## config.mk

```make
export PLATFORM = sky130hd
export DESIGN_NAME = fccc_lock_rst_seq
export DESIGN_NICKNAME = d
export VERILOG_FILES = /design/src/rtl/fccc_lock_rst_seq.sv
export SDC_FILE = /design/constraint.sdc
export NUM_CORES = 1
export LEC_CHECK = 0
export CAP_MARGIN = 20
export CORE_MARGIN = 2
export CORE_UTILIZATION = 36
export CTS_BUF_LIST = sky130_fd_sc_hd__clkbuf_4 sky130_fd_sc_hd__clkbuf_8 sky130_fd_sc_hd__clkbuf_16
export DETAILED_ROUTE_END_ITERATION = 10
export PLACE_DENSITY = 0.65
export SYNTH_ARGS = -nofsm -noshare
export SYNTH_HDL_FRONTEND = slang
export SYNTH_SLANG_ARGS = --single-unit
export TNS_END_PERCENT = 5
```

## constraint.sdc

```tcl
create_clock -name PCLK -period 3.42 [get_ports PCLK]
set_input_delay 1.026 -clock PCLK [delete_from_list [all_inputs] [get_ports PCLK]]
set_output_delay 1.026 -clock PCLK [all_outputs]
set_load 0.01 [all_outputs]
```

## src/rtl/fccc_lock_rst_seq.sv

```systemverilog
// LOCK-qualified staged reset sequencer clocked from an FCCC global output.
// Define FCCC_LOCK_TIMEOUT_EN to add the lock-timeout PLL reset request (PLL_ARST_N, TIMEOUT_ERR).
module fccc_lock_rst_seq #(
  parameter int NUM_CH      = 4,
  parameter int FILT_CYC    = 256,
  parameter int STAGE_CYC   = 16,
  parameter int CNT_W       = 8,
  parameter int TIMEOUT_CYC = 65536,
  parameter int ARST_CYC    = 32
) (
  input  logic              PCLK,
  input  logic              PRESET_N,
  input  logic              LOCK,
  input  logic              CLR_STAT,
  output logic [NUM_CH-1:0] RST_N_OUT,
  output logic              READY,
  output logic              LOCK_LOST,
  output logic [CNT_W-1:0]  LOSS_CNT,
  output logic              PLL_ARST_N,
  output logic              TIMEOUT_ERR
);

  localparam int FW = (FILT_CYC > 1) ? $clog2(FILT_CYC) : 1;
  localparam int SW = $clog2(STAGE_CYC + 1);

  typedef enum logic [2:0] {
    WAIT_LOCK = 3'd0,
    FILTER    = 3'd1,
    RELEASE   = 3'd2,
    RUN       = 3'd3,
    PLL_RST   = 3'd4
  } state_t;

  if ((NUM_CH < 1) || (NUM_CH > 16)) begin : g_bad_num_ch
    $error("fccc_lock_rst_seq: NUM_CH must be 1..16");
  end
  if ((FILT_CYC < 2) || (STAGE_CYC < 1) || (CNT_W < 1)) begin : g_bad_timing
    $error("fccc_lock_rst_seq: FILT_CYC >= 2, STAGE_CYC >= 1, CNT_W >= 1 required");
  end
  if ((TIMEOUT_CYC < 1) || (ARST_CYC < 1)) begin : g_bad_timeout
    $error("fccc_lock_rst_seq: TIMEOUT_CYC and ARST_CYC must be >= 1");
  end

  function automatic logic [CNT_W-1:0] sat_inc(input logic [CNT_W-1:0] v);
    return (&v) ? v : (v + CNT_W'(1));
  endfunction

  state_t            state_q;
  logic              lock_meta_q;
  logic              lock_s_q;
  logic [FW-1:0]     filt_cnt_q;
  logic [SW-1:0]     stage_cnt_q;
  logic [NUM_CH-1:0] rst_n_q;
  logic              ready_q;
  logic              lock_lost_q;
  logic [CNT_W-1:0]  loss_cnt_q;

  logic [NUM_CH-1:0] rst_adv_d;
  logic              loss_d;
  logic              release_d;

`ifdef FCCC_LOCK_TIMEOUT_EN
  localparam int TW = $clog2(TIMEOUT_CYC + 1);
  localparam int AW = $clog2(ARST_CYC + 1);

  logic [TW-1:0] tmr_q;
  logic [AW-1:0] arst_cnt_q;
  logic          pll_arst_n_q;
  logic          timeout_err_q;
`endif

  // Thermometer advance, loss detection and filter completion for the current cycle.
  always_comb begin
    rst_adv_d = (rst_n_q << 1) | NUM_CH'(1);
    loss_d    = ((state_q == RELEASE) || (state_q == RUN)) && !lock_s_q;
    release_d = (state_q == FILTER) && lock_s_q && (filt_cnt_q == FW'(FILT_CYC - 1));
  end

  // LOCK synchroniser, sequencing FSM, loss statistics and optional timeout.
  always_ff @(posedge PCLK or negedge PRESET_N) begin
    if (!PRESET_N) begin
      lock_meta_q   <= 1'b0;
      lock_s_q      <= 1'b0;
      state_q       <= WAIT_LOCK;
      filt_cnt_q    <= '0;
      stage_cnt_q   <= '0;
      rst_n_q       <= '0;
      ready_q       <= 1'b0;
      lock_lost_q   <= 1'b0;
      loss_cnt_q    <= '0;
`ifdef FCCC_LOCK_TIMEOUT_EN
      tmr_q         <= '0;
      arst_cnt_q    <= '0;
      pll_arst_n_q  <= 1'b1;
      timeout_err_q <= 1'b0;
`endif
    end else begin
      lock_meta_q <= LOCK;
      lock_s_q    <= lock_meta_q;

      // A loss on the same edge as CLR_STAT leaves exactly one recorded loss.
      if (loss_d) begin
        lock_lost_q <= 1'b1;
        loss_cnt_q  <= CLR_STAT ? CNT_W'(1) : sat_inc(loss_cnt_q);
      end else if (CLR_STAT) begin
        lock_lost_q <= 1'b0;
        loss_cnt_q  <= '0;
      end else begin
        lock_lost_q <= lock_lost_q;
        loss_cnt_q  <= loss_cnt_q;
      end

      case (state_q)
        WAIT_LOCK: begin
          rst_n_q <= '0;
          ready_q <= 1'b0;
          if (lock_s_q) begin
            state_q    <= FILTER;
            filt_cnt_q <= '0;
          end
        end
        FILTER: begin
          if (!lock_s_q) begin
            state_q <= WAIT_LOCK;
          end else if (release_d) begin
            rst_n_q     <= NUM_CH'(1);
            stage_cnt_q <= '0;
            if (NUM_CH == 1) begin
              ready_q <= 1'b1;
              state_q <= RUN;
            end else begin
              state_q <= RELEASE;
            end
          end else begin
            filt_cnt_q <= filt_cnt_q + FW'(1);
          end
        end
        RELEASE: begin
          if (loss_d) begin
            rst_n_q <= '0;
            ready_q <= 1'b0;
            state_q <= WAIT_LOCK;
          end else if (stage_cnt_q == SW'(STAGE_CYC - 1)) begin
            stage_cnt_q <= '0;
            rst_n_q     <= rst_adv_d;
            if (&rst_adv_d) begin
              ready_q <= 1'b1;
              state_q <= RUN;
            end
          end else begin
            stage_cnt_q <= stage_cnt_q + SW'(1);
          end
        end
        RUN: begin
          if (loss_d) begin
            rst_n_q <= '0;
            ready_q <= 1'b0;
            state_q <= WAIT_LOCK;
          end
        end
`ifdef FCCC_LOCK_TIMEOUT_EN
        PLL_RST: begin
          rst_n_q <= '0;
          ready_q <= 1'b0;
          if (arst_cnt_q == AW'(ARST_CYC - 1)) begin
            pll_arst_n_q <= 1'b1;
            tmr_q        <= '0;
            state_q      <= WAIT_LOCK;
          end else begin
            arst_cnt_q <= arst_cnt_q + AW'(1);
          end
        end
`endif
        default: begin
          rst_n_q <= '0;
          ready_q <= 1'b0;
          state_q <= WAIT_LOCK;
        end
      endcase

`ifdef FCCC_LOCK_TIMEOUT_EN
      if (CLR_STAT) begin
        timeout_err_q <= 1'b0;
      end
      // Timeout takes priority over a release landing on the same edge.
      if ((state_q == WAIT_LOCK) || (state_q == FILTER)) begin
        if (tmr_q == TW'(TIMEOUT_CYC - 1)) begin
          state_q       <= PLL_RST;
          rst_n_q       <= '0;
          ready_q       <= 1'b0;
          pll_arst_n_q  <= 1'b0;
          timeout_err_q <= 1'b1;
          arst_cnt_q    <= '0;
          tmr_q         <= '0;
        end else if (release_d) begin
          tmr_q <= '0;
        end else begin
          tmr_q <= tmr_q + TW'(1);
        end
      end
`endif
    end
  end

  assign RST_N_OUT = rst_n_q;
  assign READY     = ready_q;
  assign LOCK_LOST = lock_lost_q;
  assign LOSS_CNT  = loss_cnt_q;
`ifdef FCCC_LOCK_TIMEOUT_EN
  assign PLL_ARST_N  = pll_arst_n_q;
  assign TIMEOUT_ERR = timeout_err_q;
`else
  assign PLL_ARST_N  = 1'b1;
  assign TIMEOUT_ERR = 1'b0;
`endif

endmodule

```

==> run summary <==
Critical R2R Launch = state_q[0]$_DFFE_PN0P_
Synthesized area = 1770 um^2
Wire per inst = 12.3 um
Critical path cell sequence = clkdlybuf4s50_1
Clock latency on the worst-skew pair = 290 ps
Routed WL = 3240 um
Max Clock Skew = 6.34 ps
Post-DR vias/cell = 4.95
Share of layout cells above drive strength 1 = 0.102
Maximum number of pins on one net before global-route repair = 32
Peak VDD IR = 0.000159 V
Ys flop type = dfrtp_1
# H-tree levels = 2
Synthesized flop and latch total = 31
RSZ-0062 raised after global routing = no
Final Hold Vio Count = 0
N_diodes = 0
Most common library cells after synthesis = dfrtp_1, nand2_1, nor2_1, inv_1, o21ai_0
Number of port buffers = 17
Clock root cell = clkbuf_8
CP startpoint kind = flop
Post-DRT Antenna Nets = 0
Most common cell in the netlist = dfrtp_1
Hold WC Path Type = reg2reg
Worst Reg2Reg Path Length in Cells = 6
Sink Count = 31
Setup crit end kind = output port
Final setup vio count = 0
Yosys warns = 0
CP delay by family, top = buffers and inverters
WS Path Type = reg2out
Yosys top cell by area = dfrtp_1
Hold endpoint = lock_s_q$_DFF_PN0_
Overall routing resource usage = 0.137
GP Congestion = 0.777
Syn_nets = 190
Fmax = 429 MHz
Pre-Repair DR Iteration Count = 4
Slew margin rel. = 0.645
Register area share after synthesis = 0.437
Number of flops mapped to enable cells by yosys = 0
Reg-to-reg endpoint = LOSS_CNT[7]$_DFFE_PN0P_
Slew @ Worst Pin = 533 ps
Number of global-route vias before repair = 1,225
Detail Placement HPWL = 2210 um
Post-CTS setup buffers = 0
Data arrival, critical path = 1310 ps
Global-route wire length before repair = 5730 um
Hold Crit Start = lock_meta_q$_DFF_PN0_
Nets = 207
P per Cell Area = 548 nW/um^2
Critical path's slowest cell = clkdlybuf4s50_1
1st-iter DRT viols = 90
Setup TNS = 0 ps
Die ar. = 5510 um^2
# IOs = 20
Hold-fix buffers at CTS = 0
CTS Buf Count = 5
Gr ovfl total = 0
CP max stage delay = 570 ps
FF-to-FF setup slack = 1360 ps
Die width = 74.2 um
Final worst path period share = 0.682
Crit path max fanout = 5
Max-cap viol count = 0
Max-slew violation count = 0
Starting density of the core = 0.376
Worst hold margin = 350 ps
Vias = 1,303
CTS tree = done
Post-cts resize count = 0
Buf/Inv on CP = 1
Mean Syn Cell Area = 9.91 um^2
Leak = 0.000862 uW
Core Area = 4720 um^2
Initial antenna violation count = 0
Rows = 25
Clock Path Buffers = 2
Ranking of synthesized cells by area = dfrtp_1, ha_1, nand2_1, mux2i_1, nor2_1
Share of flip-flops with an asynchronous set or reset = 1.00
Die H = 74.2 um
Hold depth = 0
Layout area overhead = 16.6%
Outcome = complete, no violations
Post-synth cell types = 50
Reg clk slew, reported paths = 60 ps
Crit path time final = 2330 ps
CP required = 2390 ps
DRC = 0
Post-Syn Instances = 179
Yosys top cell area share = 0.437
[report_power, final]
| group | leakage, uW | switching (uW) | internal (uW) |
|---|---|---|---|
| Combinational | 0.000398 | 201 | 174 |
| Sequential | 0.000418 | 53.3 | 418 |
| Clock | 0.0000470 | 131 | 157 |
| Total | 0.000862 | 385 | 749 |
[cell usage in the layout, fill, tap and decap left out, drive strengths merged, types with 4 or more instances in the layout]
master and count:
nor2 15, xnor2 5, mux2i 6, nand4 6, inv 10, o21ai 9
ha 7, dfrtp 31, clkdlybuf4s50 17, a21oi 5, and3 4, o211ai 4
nand3 9, clkbuf 6, nand2 18
[through the flow]
step                utilization  setup slack (ps)  area [um^2]  instances  total power (uW)
floorplan                     -              1800         1770        179               745
global placement          0.420              1350         1980        256               849
detailed placement        0.420              1340         1980        256               855
CTS                       0.438              1090         2070        263              1150
global route              0.438              1050         2070        263              1220
finish                    0.438              1090         2070        263              1130
[worst max path at each step]
stage	start	endpoint	slack, ps	cells after the start
finish	LOSS_CNT[2]$_DFFE_PN0P_	LOSS_CNT[2]	1090	1
global route	LOSS_CNT[0]$_DFFE_PN0P_	LOSS_CNT[0]	1050	1
CTS	LOSS_CNT[2]$_DFFE_PN0P_	LOSS_CNT[2]	1090	1
detailed placement	CLR_STAT	LOSS_CNT[0]$_DFFE_PN0P_	1340	3
global placement	CLR_STAT	LOSS_CNT[0]$_DFFE_PN0P_	1350	3
floorplan	CLR_STAT	LOSS_CNT[0]$_DFFE_PN0P_	1800	3
[area by class of cell]
class | count | area [um^2]
clock inverter | 1 | 5.00
clock buffer | 6 | 82.6
inverter | 10 | 37.5
fill | 462 | 2650
multi-input combinational | 130 | 907
sequential | 31 | 776
timing repair buffer | 18 | 178
tap | 67 | 83.8
[cells by family (layout without fill, tap and decap cells)]
logic type	count (synthesis)	count (layout)	share of synthesized area
AOI/OAI and AO/OA	36	36	0.167
xor gates and xnor gates	8	8	0.0395
adders and majority gates	7	7	0.0494
buffers and inverters	18	35	0.0515
DFF	31	31	0.437
muxes	8	8	0.0487
other	2	2	0.00423
and+or+nand+nor	69	69	0.202
[layer usage]
| layer | up-vias | part of all wire | track usage |
|---|---|---|---|
| met1 | 615 | 0.52 | 0.191 |
| met3 | 5 | 0.040 | 0.0447 |
| met4 | 0 | 0.019 | 0.0606 |
| li1 | 667 | - | - |
| met5 | - | 0 | 0 |
| met2 | 16 | 0.42 | 0.194 |
[sequential cells by signal, indices dropped and copies added, names as in the netlist]
| name | cells |
|---|---|
| filt_cnt_q | 8 |
| lock_meta_q | 1 |
| READY | 1 |
| LOSS_CNT | 8 |
| state_q | 2 |
| RST_N_OUT | 4 |
| lock_s_q | 1 |
| LOCK_LOST | 1 |
| stage_cnt_q | 5 |
Power figures use the tool's default switching activity.
